File: config.mk
export PLATFORM = sky130hd
export DESIGN_NAME = exec_unit_pipe_flat
export DESIGN_NICKNAME = d
export VERILOG_FILES = /design/src/rtl/exec_unit_pipe_pkg.sv /design/src/rtl/exec_unit_pipe_if.sv /design/src/rtl/exec_unit_pipe_alu.sv /design/src/rtl/exec_unit_pipe.sv /design/src/flat_wrapper.sv
export SDC_FILE = /design/constraint.sdc
export NUM_CORES = 1
export LEC_CHECK = 0
export ABC_AREA = 1
export CAP_MARGIN = 25
export CORE_MARGIN = 3
export CORE_UTILIZATION = 41
export DETAILED_ROUTE_END_ITERATION = 10
export PLACE_DENSITY = 0.7
export SYNTH_ARGS = -nofsm -noshare
export SYNTH_HDL_FRONTEND = slang
export SYNTH_SLANG_ARGS = --single-unit
File: constraint.sdc
create_clock -name clk -period 11.1 [get_ports clk]
set_input_delay 2.22 -clock clk [delete_from_list [all_inputs] [get_ports clk]]
set_output_delay 2.22 -clock clk [all_outputs]
set_load 0.005 [all_outputs]
File: src/rtl/exec_unit_pipe_pkg.sv
// rtl/exec_unit_pipe_pkg.sv - op codes, flag indices and FSM states shared by exec_unit_pipe
package exec_pkg;

   // ALU codes occupy op[3:0]; op[4] selects the multiplier
   localparam logic [3:0] OP_AND = 4'h0;
   localparam logic [3:0] OP_EOR = 4'h1;
   localparam logic [3:0] OP_SUB = 4'h2;
   localparam logic [3:0] OP_RSB = 4'h3;
   localparam logic [3:0] OP_ADD = 4'h4;
   localparam logic [3:0] OP_ADC = 4'h5;
   localparam logic [3:0] OP_SBC = 4'h6;
   localparam logic [3:0] OP_RSC = 4'h7;
   localparam logic [3:0] OP_TST = 4'h8;
   localparam logic [3:0] OP_TEQ = 4'h9;
   localparam logic [3:0] OP_CMP = 4'hA;
   localparam logic [3:0] OP_CMN = 4'hB;
   localparam logic [3:0] OP_ORR = 4'hC;
   localparam logic [3:0] OP_MOV = 4'hD;
   localparam logic [3:0] OP_BIC = 4'hE;
   localparam logic [3:0] OP_MVN = 4'hF;
   localparam logic [4:0] OP_MUL = 5'h10;

   localparam int N_IDX = 3;
   localparam int Z_IDX = 2;
   localparam int C_IDX = 1;
   localparam int V_IDX = 0;

   typedef enum logic {
      IDLE     = 1'b0,
      MUL_BUSY = 1'b1
   } state_t;

endpackage

File: src/rtl/exec_unit_pipe_if.sv
// rtl/exec_unit_pipe_if.sv - operation/result handshake bundle for exec_unit_pipe
interface exec_unit_pipe_if #(
   parameter int W = 32
);
   logic         in_valid;
   logic         in_ready;
   logic [4:0]   op;
   logic         set_flags;
   logic [W-1:0] opr1;
   logic [W-1:0] opr2;
   logic         dep_sel;
   logic [W-1:0] dep_data;
   logic         out_valid;
   logic         out_ready;
   logic [W-1:0] result;
   logic         is_write;
   logic [3:0]   nzcv;
   logic         illegal;

   modport master (
      output in_valid, op, set_flags, opr1, opr2, dep_sel, dep_data, out_ready,
      input  in_ready, out_valid, result, is_write, nzcv, illegal
   );

   modport slave (
      input  in_valid, op, set_flags, opr1, opr2, dep_sel, dep_data, out_ready,
      output in_ready, out_valid, result, is_write, nzcv, illegal
   );
endinterface

File: src/rtl/exec_unit_pipe_alu.sv
// rtl/exec_unit_pipe_alu.sv - combinational W-bit ALU with NZCV generation
module exec_alu_comb
   import exec_pkg::*;
#(
   parameter int W = 32
) (
   input  logic [3:0]   i_op,
   input  logic [W-1:0] i_a,
   input  logic [W-1:0] i_b,
   input  logic         i_c,
   output logic [W-1:0] o_result,
   output logic         o_write,
   output logic         o_n,
   output logic         o_z,
   output logic         o_c,
   output logic         o_v,
   output logic         o_c_upd
);
   logic [W-1:0] w_x;
   logic [W-1:0] w_y;
   logic         w_ci;
   logic [W:0]   w_sum;

   // Every arithmetic op is one adder: x + y + ci, subtracts invert the subtrahend
   always_comb begin
      w_x  = i_a;
      w_y  = i_b;
      w_ci = 1'b0;
      case (i_op)
         OP_SUB, OP_CMP: begin
            w_y  = ~i_b;
            w_ci = 1'b1;
         end
         OP_RSB: begin
            w_x  = i_b;
            w_y  = ~i_a;
            w_ci = 1'b1;
         end
         OP_ADC: w_ci = i_c;
         OP_SBC: begin
            w_y  = ~i_b;
            w_ci = i_c;
         end
         OP_RSC: begin
            w_x  = i_b;
            w_y  = ~i_a;
            w_ci = i_c;
         end
         default: ;
      endcase
   end

   assign w_sum = {1'b0, w_x} + {1'b0, w_y} + {{W{1'b0}}, w_ci};

   always_comb begin
      o_result = w_sum[W-1:0];
      o_write  = 1'b1;
      o_c_upd  = 1'b1;
      case (i_op)
         OP_AND, OP_TST: begin
            o_result = i_a & i_b;
            o_c_upd  = 1'b0;
         end
         OP_EOR, OP_TEQ: begin
            o_result = i_a ^ i_b;
            o_c_upd  = 1'b0;
         end
         OP_ORR: begin
            o_result = i_a | i_b;
            o_c_upd  = 1'b0;
         end
         OP_MOV: begin
            o_result = i_b;
            o_c_upd  = 1'b0;
         end
         OP_BIC: begin
            o_result = i_a & ~i_b;
            o_c_upd  = 1'b0;
         end
         OP_MVN: begin
            o_result = ~i_b;
            o_c_upd  = 1'b0;
         end
         default: ;
      endcase
      if (i_op == OP_TST || i_op == OP_TEQ || i_op == OP_CMP || i_op == OP_CMN)
         o_write = 1'b0;
   end

   assign o_n = o_result[W-1];
   assign o_z = (o_result == '0);
   assign o_c = w_sum[W];
   assign o_v = (w_x[W-1] == w_y[W-1]) && (w_sum[W-1] != w_x[W-1]);

endmodule

File: src/rtl/exec_unit_pipe.sv
// rtl/exec_unit_pipe.sv - execute stage: ALU, NZCV register, iterative multiplier, valid/ready handshakes
module exec_unit_pipe
   import exec_pkg::*;
#(
   parameter int  W      = 32,
   parameter bit  MUL_EN = 1'b1,
   localparam int CNT_W  = $clog2(W + 1)
) (
   input  logic             clk,
   input  logic             rst_n,
   exec_unit_pipe_if.slave  bus
);
   state_t           r_state;
   state_t           w_state_nxt;
   logic             r_out_valid;
   logic [W-1:0]     r_result;
   logic             r_is_write;
   logic             r_illegal;
   logic [3:0]       r_nzcv;
   logic [W-1:0]     r_mcand;
   logic [W-1:0]     r_mplier;
   logic [W-1:0]     r_acc;
   logic [CNT_W-1:0] r_cnt;
   logic             r_mul_setf;

   logic [W-1:0]     w_opr2;
   logic             w_is_mul;
   logic             w_out_free;
   logic             w_in_ready;
   logic             w_accept;
   logic             w_mul_start;
   logic             w_alu_take;
   logic             w_mul_last;
   logic             w_mul_done;
   logic [W-1:0]     w_acc_nxt;
   logic [3:0]       w_nzcv_alu;
   logic [3:0]       w_nzcv_mul;
   logic [W-1:0]     w_alu_result;
   logic             w_alu_write;
   logic             w_alu_n;
   logic             w_alu_z;
   logic             w_alu_c;
   logic             w_alu_v;
   logic             w_alu_c_upd;

   assign w_opr2      = bus.dep_sel ? bus.dep_data : bus.opr2;
   assign w_is_mul    = bus.op[4];
   assign w_out_free  = !r_out_valid || bus.out_ready;
   assign w_in_ready  = (r_state == IDLE) && w_out_free;
   assign w_accept    = bus.in_valid && w_in_ready;
   assign w_mul_start = w_accept && w_is_mul && MUL_EN;
   // Illegal MULs take the single-cycle ALU response path
   assign w_alu_take  = w_accept && !w_mul_start;
   assign w_mul_last  = (r_state == MUL_BUSY) && (r_cnt == CNT_W'(W - 1));
   assign w_mul_done  = w_mul_last && w_out_free;
   assign w_acc_nxt   = r_acc + (r_mplier[0] ? r_mcand : '0);

   exec_alu_comb #(.W(W)) u_alu (
      .i_op     (bus.op[3:0]),
      .i_a      (bus.opr1),
      .i_b      (w_opr2),
      .i_c      (r_nzcv[C_IDX]),
      .o_result (w_alu_result),
      .o_write  (w_alu_write),
      .o_n      (w_alu_n),
      .o_z      (w_alu_z),
      .o_c      (w_alu_c),
      .o_v      (w_alu_v),
      .o_c_upd  (w_alu_c_upd)
   );

   always_comb begin
      w_nzcv_alu = r_nzcv;
      w_nzcv_mul = r_nzcv;
      if (bus.set_flags) begin
         w_nzcv_alu[N_IDX] = w_alu_n;
         w_nzcv_alu[Z_IDX] = w_alu_z;
         if (w_alu_c_upd) begin
            w_nzcv_alu[C_IDX] = w_alu_c;
            w_nzcv_alu[V_IDX] = w_alu_v;
         end
      end
      if (r_mul_setf) begin
         w_nzcv_mul[N_IDX] = w_acc_nxt[W-1];
         w_nzcv_mul[Z_IDX] = (w_acc_nxt == '0);
      end
   end

   always_comb begin
      w_state_nxt = r_state;
      case (r_state)
         IDLE:     if (w_mul_start) w_state_nxt = MUL_BUSY;
         MUL_BUSY: if (w_mul_done)  w_state_nxt = IDLE;
         default:  w_state_nxt = IDLE;
      endcase
   end

   always_ff @(posedge clk) begin
      if (!rst_n) r_state <= IDLE;
      else        r_state <= w_state_nxt;
   end

   always_ff @(posedge clk) begin
      if (!rst_n) begin
         r_out_valid <= 1'b0;
         r_result    <= '0;
         r_is_write  <= 1'b0;
         r_illegal   <= 1'b0;
         r_nzcv      <= 4'h0;
         r_mcand     <= '0;
         r_mplier    <= '0;
         r_acc       <= '0;
         r_cnt       <= '0;
         r_mul_setf  <= 1'b0;
      end else begin
         if (w_alu_take) begin
            r_out_valid <= 1'b1;
            if (w_is_mul) begin
               r_result   <= '0;
               r_is_write <= 1'b0;
               r_illegal  <= 1'b1;
            end else begin
               r_result   <= w_alu_result;
               r_is_write <= w_alu_write;
               r_illegal  <= 1'b0;
               r_nzcv     <= w_nzcv_alu;
            end
         end else if (w_mul_done) begin
            r_out_valid <= 1'b1;
            r_result    <= w_acc_nxt;
            r_is_write  <= 1'b1;
            r_illegal   <= 1'b0;
            r_nzcv      <= w_nzcv_mul;
         end else if (bus.out_ready) begin
            r_out_valid <= 1'b0;
            r_illegal   <= 1'b0;
         end

         // The final step is folded into w_acc_nxt at completion, so the counter parks at W-1
         if (w_mul_start) begin
            r_mcand    <= bus.opr1;
            r_mplier   <= w_opr2;
            r_acc      <= '0;
            r_cnt      <= '0;
            r_mul_setf <= bus.set_flags;
         end else if ((r_state == MUL_BUSY) && !w_mul_last) begin
            r_acc    <= w_acc_nxt;
            r_mcand  <= r_mcand << 1;
            r_mplier <= r_mplier >> 1;
            r_cnt    <= r_cnt + CNT_W'(1);
         end
      end
   end

   assign bus.in_ready  = w_in_ready;
   assign bus.out_valid = r_out_valid;
   assign bus.result    = r_result;
   assign bus.is_write  = r_is_write;
   assign bus.nzcv      = r_nzcv;
   assign bus.illegal   = r_illegal;

endmodule

File: src/flat_wrapper.sv
// flat-port wrapper written by rule: the top's interface ports become plain ports
module exec_unit_pipe_flat import exec_pkg::*;
#(
   parameter int  W      = 32,
   parameter bit  MUL_EN = 1'b1,
   localparam int CNT_W  = $clog2(W + 1)
)
  (clk, rst_n, bus_in_valid, bus_op, bus_set_flags, bus_opr1, bus_opr2, bus_dep_sel, bus_dep_data, bus_out_ready, bus_in_ready, bus_out_valid, bus_result, bus_is_write, bus_nzcv, bus_illegal);
  exec_unit_pipe_if #(.W(W)) bus_i ();
  input  logic clk;
  input  logic rst_n;
  input wire logic [$bits(bus_i.in_valid)-1:0] bus_in_valid;
  input wire logic [$bits(bus_i.op)-1:0] bus_op;
  input wire logic [$bits(bus_i.set_flags)-1:0] bus_set_flags;
  input wire logic [$bits(bus_i.opr1)-1:0] bus_opr1;
  input wire logic [$bits(bus_i.opr2)-1:0] bus_opr2;
  input wire logic [$bits(bus_i.dep_sel)-1:0] bus_dep_sel;
  input wire logic [$bits(bus_i.dep_data)-1:0] bus_dep_data;
  input wire logic [$bits(bus_i.out_ready)-1:0] bus_out_ready;
  output wire logic [$bits(bus_i.in_ready)-1:0] bus_in_ready;
  output wire logic [$bits(bus_i.out_valid)-1:0] bus_out_valid;
  output wire logic [$bits(bus_i.result)-1:0] bus_result;
  output wire logic [$bits(bus_i.is_write)-1:0] bus_is_write;
  output wire logic [$bits(bus_i.nzcv)-1:0] bus_nzcv;
  output wire logic [$bits(bus_i.illegal)-1:0] bus_illegal;
  assign bus_i.in_valid = bus_in_valid;
  assign bus_i.op = bus_op;
  assign bus_i.set_flags = bus_set_flags;
  assign bus_i.opr1 = bus_opr1;
  assign bus_i.opr2 = bus_opr2;
  assign bus_i.dep_sel = bus_dep_sel;
  assign bus_i.dep_data = bus_dep_data;
  assign bus_i.out_ready = bus_out_ready;
  assign bus_in_ready = bus_i.in_ready;
  assign bus_out_valid = bus_i.out_valid;
  assign bus_result = bus_i.result;
  assign bus_is_write = bus_i.is_write;
  assign bus_nzcv = bus_i.nzcv;
  assign bus_illegal = bus_i.illegal;
  exec_unit_pipe #(.W(W), .MUL_EN(MUL_EN)) u_core (.clk(clk), .rst_n(rst_n), .bus(bus_i));
endmodule
* Yosys cells after proc, flatten, opt, wreduce, memory -nomap -nowiden
Cells that the tools add are included.
Storage, ports and cells: register bits 143, bits in latches 0, memory bits (writable) 0, ROM bits 0, output and inout port bits 40, word-level logic and storage cells 109, memories 0
Operators by class: add/sub/neg operators 4, $mul 0, divide/modulo/power cells 0, order comparisons 0, equal/unequal tests 19, shifts and indexed selects 0, muxes and demuxes 32, bitwise logic cells 10, reductions and logical operators 32
Operators by type and width (number):
- 2-to-1 mux 32 bit | 10
- case mux 32 bit (6 select lines) | 1
- AND 32 bit | 2
- zero test 32 bit | 2
- inverter 32 bit | 2
- case mux 32 bit (2 select lines) | 1
- adder 32 x 32 -> 33 bit | 1
- adder 33 x 1 -> 33 bit | 1
- adder 32 bit | 1
- == test 4 bit, second input constant | 8
- OR 32 bit | 1
- bitwise XOR 32 bit | 1
- 2-to-1 mux 4 bit | 4
- == test 4 x 3 -> 1 bit, second input constant | 3
- 2-to-1 mux 1 bit | 12
- OR reduction 3 bit | 3
- == test 4 x 2 -> 1 bit, second input constant | 2
- logical AND 1 bit | 8
- AND reduction 4 bit | 2
- OR reduction 2 bit | 4
- OR reduction 8 bit | 1
- adder 6 x 1 -> 6 bit, second input constant | 1
- == test 6 x 5 -> 1 bit, second input constant | 1
- nonzero test 2 bit | 3
- other kinds (11) | 22

* Logic depth before layout (Yosys ltp)
depth after elaboration 11, gate-level depth with buffers 28, mapped depth without buffers 26

* Hierarchy
From an unflattened synthesis, not the netlist that was laid out.
Unflattened totals: cell total of the unflattened synthesis 2614, area, all modules 14871.8 µm²
Modules (own cells, without submodules):
- exec_unit_pipe | instances 1, cells each 1431, area each 9032.4 µm², sequential area each 2862.7 µm²
- exec_alu_comb | instances 1, cells each 1183, area each 5839.4 µm², sequential area each 0.0 µm²

* Worst setup path after synthesis
Ideal clock, no wire load.
kind input -> register, start in bus_op[1], end reg u_core.r_nzcv[2] (netlist: u_core.bus.nzcv[2]), library setup time 56 ps, arrival time 5241 ps, data required time 11044 ps, setup slack 5803 ps, stages on the path 24, buffers on the path 2, path through nand2_1 nor2_1 clkbuf_1 clkbuf_1 o21ai_0 fa_1 fa_1 nand2_1 nand2_1 nand3_1 nand2_1 nand2_1 nand3b_1 nand3_1 nand2_1 nor2_1 nand2_1 nor2_1 nand2_1 nor2_1 nand2_1 nand3_1 nand2_1 inv_1
Between the ends: longest elaborated chain between the ends 10, elaborated cells on any way between the ends 30
Ends and longest elaborated chain:
- start, declared | line flat_wrapper.sv:13 | input wire logic [$bits(bus_i.op)-1:0] bus_op;
- == test 4 bit, or another cell as far along | line exec_unit_pipe_alu.sv:29 | case (i_op)
- OR reduction 3 bit (no source line) or OR reduction 2 bit (tied branches)
- case mux 32 bit (2 select lines) or 2-to-1 mux 32 bit (tied branches) | line exec_unit_pipe_alu.sv:29
- adder 32 x 32 -> 33 bit | line exec_unit_pipe_alu.sv:53 | assign w_sum = {1'b0, w_x} + {1'b0, w_y} + {{W{1'b0}}, w_ci};
- adder 33 x 1 -> 33 bit | line exec_unit_pipe_alu.sv:53
- case mux 32 bit (6 select lines) (*) | line exec_unit_pipe_alu.sv:59 | case (i_op)
- zero test 32 bit (*) | line exec_unit_pipe_alu.sv:91 | assign o_z = (o_result == '0);
- 2-to-1 mux 4 bit (*) | line exec_unit_pipe.sv:75 | if (bus.set_flags) begin
- 2-to-1 mux 4 bit (*) | line exec_unit_pipe.sv:118 | if (w_is_mul) begin
- 2-to-1 mux 4 bit (*) | line exec_unit_pipe.sv:116 | if (w_alu_take) begin
- end signal, assigned | line exec_unit_pipe.sv:126 | r_nzcv <= w_nzcv_alu;
- end signal, assigned | line exec_unit_pipe.sv:133 | r_nzcv <= w_nzcv_mul;
- end, declared | line exec_unit_pipe.sv:19 | logic [3:0] r_nzcv;
Mark *: on every way between the ends. The rest lies on a longest branch, timed or not. The select of a mux whose other input is x is not followed. A chain may end at the register's enable or synchronous reset.

* Final worst setup path
Same ends and word-level chain as after synthesis.

==> impl_metrics.yaml <==
floorplanning:
  top_level_ports: 147
  rows: 67
  core_area_um2: 34040
  die_x_um: 193.1
  die_area_um2: 37280
  initial_core_util_pct: 42.17
  die-height_um: 193.1
job:
  drv_cap: 0
global_route:
  track_usage_pct: 32.62
  grt_start_max_net_pins: 76
  grt_pass1_vias: 15580
  grt_pass1_wl_um: 92630
  overflow: 0
  antenna_found_initial: 0
finish:
  stdcell_count: 3071
  drive_gt1_share_pct: 3.889
  fill_cells: 3641
  fin_area_um2: 16690
  layout.nets: 2815
  antenna_cells: 0
  syn_to_final_growth_pct: 16.27
  fin_util_pct: 49.03
sta:
  tightestPinTransition_ns: 1.104
  relSlewSlack_pct: 26.23
  rsz0062_at_grt: "no"
  tns_ns: 0
  clock.fmax_ghz: 0.1537
  min_period_ns: 6.507
  setup_viol: 0
  setup_ws_ns: 4.593
  final-hold-violation-count: 0
  slew_viol_final: 0
  finalClockSkew_ns: 0.01376
  post-route-period-util_pct: 58.62
drt:
  routed_wl_um: 61860
  drcViolationCount: 0
  wire_per_inst_um: 20.14
  ant_nets: 0
  dr_total_vias: 17336
  drt_iter0_markers: 1934
  via_per_inst: 5.645
  drt_pass1_iterations: 6
clock_tree:
  cts_tree: "built"
  ctsResizeCount: 0
  hold_buffers: 0
  cts.sinks: 143
  post_cts_buffers: 0
  root_buffer: "clkbuf_16"
  clockBufferDepth: 2
  clk_pin_slew_worst_paths_ns: 0.07
  numCtsBuffers: 17
  h-tree-depth: 4
  clk_latency_ns: 0.44
worst_setup_path:
  r2r_end: "u_core.r_mplier[0]"
  cp.required_ns: 11.44
  cp-end-kind: "flop"
  cp-start-kind: "input port"
  reg2reg_depth: 13
  r2r-start: "u_core.r_state"
  startpoint: "bus_op[1]"
  cp_max_fo: 69
  path_class: "input port to flop"
  worstPathArrival_ns: 6.85
  regToRegSetupSlack_ns: 7.36
hold_path:
  hp-start: "u_core.r_mul_setf"
  hp-class: "flop to flop"
  min_to: "u_core.r_mul_setf"
  hold_depth: 2
yosys:
  yosysTopAreaCell: "nand2_1"
  post-synth-top-count-cell: "nand2_1"
  synth_edf_count: 0
  synth_common_cells: "770 x nand2_1, 373 x inv_1, 268 x o21ai_0, 194 x nor2_1, 152 x a21oi_1"
  syn-mean-instance-area_um2: 5.679
  ys_top_cells_by_area: "nand2_1 20%, dfxtp_1 20%, inv_1 9.8%"
  synth_seq_area_share_pct: 19.95
  netlist_instances: 2527
  async_reset_ff_share_pct: 0
  netlist_area_um2: 14350
  ys_seq_elements: 143
  synth_fp_nets: 2732
  synth.distinct_cells: 46
  ys.flop_type: "dfxtp_1"
  yosys_warnings: 0
  synth_top_area_share_pct: 20.14
pwr:
  p_per_area_nw_per_um2: 110.3
  leakagePower_nw: 8.208
  irDropWorstVdd_mv: 0.09972
placement:
  dp_hpwl_um: 48410
  place_inst: 3038
  place_area_um2: 16120
  dp_worst_setup_slack_ns: 4.266
  io_buffers: 146
  gp_congestion: 1.063
status:
  status: "finished, final reports clean"
==> stage by stage <==
stage	power (W)	hold slack, ns
finish	0.001841	0.4606
global route	0.001941	0.4791
CTS	0.001824	0.4573
detailed placement	0.001271	0.4473
global placement	0.001264	0.4419
floorplan	0.001017	0.4245
==> worst max-delay path by stage <==
stage                                    end  cells after the start  slack, ns
after detailed placement  u_core.bus.nzcv[2]                     22       4.27
after global routing      u_core.bus.nzcv[2]                     26       4.21
final                     u_core.bus.nzcv[2]                     26       4.59
after global placement    u_core.bus.nzcv[2]                     26       4.25
after CTS                 u_core.bus.nzcv[2]                     23       4.72
after floorplan           u_core.bus.nzcv[2]                     24       5.80
==> power by group <==
| group | internal, W | switching [W] | total, W |
|---|---|---|---|
| combinational | 0.000235 | 0.000468 | 0.000704 |
| sequential | 0.000552 | 0.0000272 | 0.000579 |
| clock | 0.000289 | 0.000268 | 0.000558 |
| total | 0.00108 | 0.000764 | 0.00184 |
==> cells by family (layout without fill, tap and decap cells) <==
| logic type | Yosys count | in the layout | synth area share, % |
|---|---|---|---|
| buf+inv | 485 | 581 | 13.03 |
| flops | 143 | 143 | 19.95 |
| mux | 3 | 3 | 0.2092 |
| xor+xnor | 13 | 13 | 0.7934 |
| fa+ha+maj | 98 | 98 | 8.701 |
| compound gates | 592 | 592 | 23.44 |
| simple gates | 1193 | 1193 | 33.88 |
==> cells in the final DEF (no fill, tap or decap), types with 7 or more instances in the layout <==
cell / synthesis / layout
inv_1: 373 / 370
a21oi_1: 152 / 152
o211ai_1: 44 / 44
nand3b_1: 14 / 14
o21ai_1: 11 / 11
ha_1: 95 / 95
a31oi_1: 26 / 26
nor2_1: 194 / 189
o21a_1: 8 / 8
clkbuf_16: 0 / 17
buf_4: 4 / 23
inv_2: 4 / 7
or2_2: 16 / 16
dfxtp_1: 143 / 143
nand2_1: 770 / 769
xor2_1: 8 / 8
clkdlybuf4s50_1: 0 / 144
a22oi_1: 32 / 32
o22ai_1: 7 / 7
o221ai_1: 8 / 8
o21ai_0: 268 / 267
nor3_1: 18 / 18
o21ai_2: 11 / 12
nand3_1: 151 / 151
nand4_1: 16 / 16
==> routing by layer <==
metal,vias to the layer above,global-route usage (%),part of all wire [%],routed length (um)
met2,888,53.64,45,27750
met1,7931,43.93,44,27120
met5,-,0,0,0
met4,0,12.24,3.8,2354
met3,120,3.851,7.5,4632
li1,8397,-,-,-
==> worst max-delay path: stages <==
cell             delay (ns)
clkdlybuf4s50_1        0.57
nand2_1                0.14
nor2_4                 0.09
buf_4                  0.53
inv_1                  0.08
buf_4                  0.25
o21ai_2                0.20
o21ai_0                0.18
fa_1                   0.54
fa_1                   0.46
nand2_1                0.11
nand2_1                0.10
nand3_1                0.12
nand2_1                0.13
nand2_1                0.11
nand2_1                0.09
nand3_1                0.16
nand3_1                0.10
nand3_1                0.12
nand2_1                0.10
nand3_1                0.13
nor2_1                 0.05
nand2_1                0.06
nand3_1                0.06
nand2_1                0.07
inv_1                  0.04
==> sequential cells by signal, indices dropped and copies added (netlist names) <==
name and cells:
u_core.r_mcand 32, u_core.r_acc 32, u_core.bus.is_write 1, u_core.r_state 1
u_core.bus.illegal 1, u_core.bus.nzcv 4, u_core.r_cnt 6, u_core.r_mplier 32
u_core.r_mul_setf 1, u_core.bus.out_valid 1, u_core.bus.result 32
==> layout make-up <==
class | count | area (um^2) | share of cell area (%)
Clock buffer | 18 | 429.2 | 2.572
Clock inverter | 14 | 107.6 | 0.6449
Inverter | 379 | 1423 | 8.526
Multi-Input combinational cell | 1899 | 9652 | 57.84
Sequential cell | 143 | 2863 | 17.16
Tap cell | 448 | 560.5 | 3.359
Timing Repair Buffer | 170 | 1652 | 9.898
No activity file was read; power rests on OpenSTA's default activity.
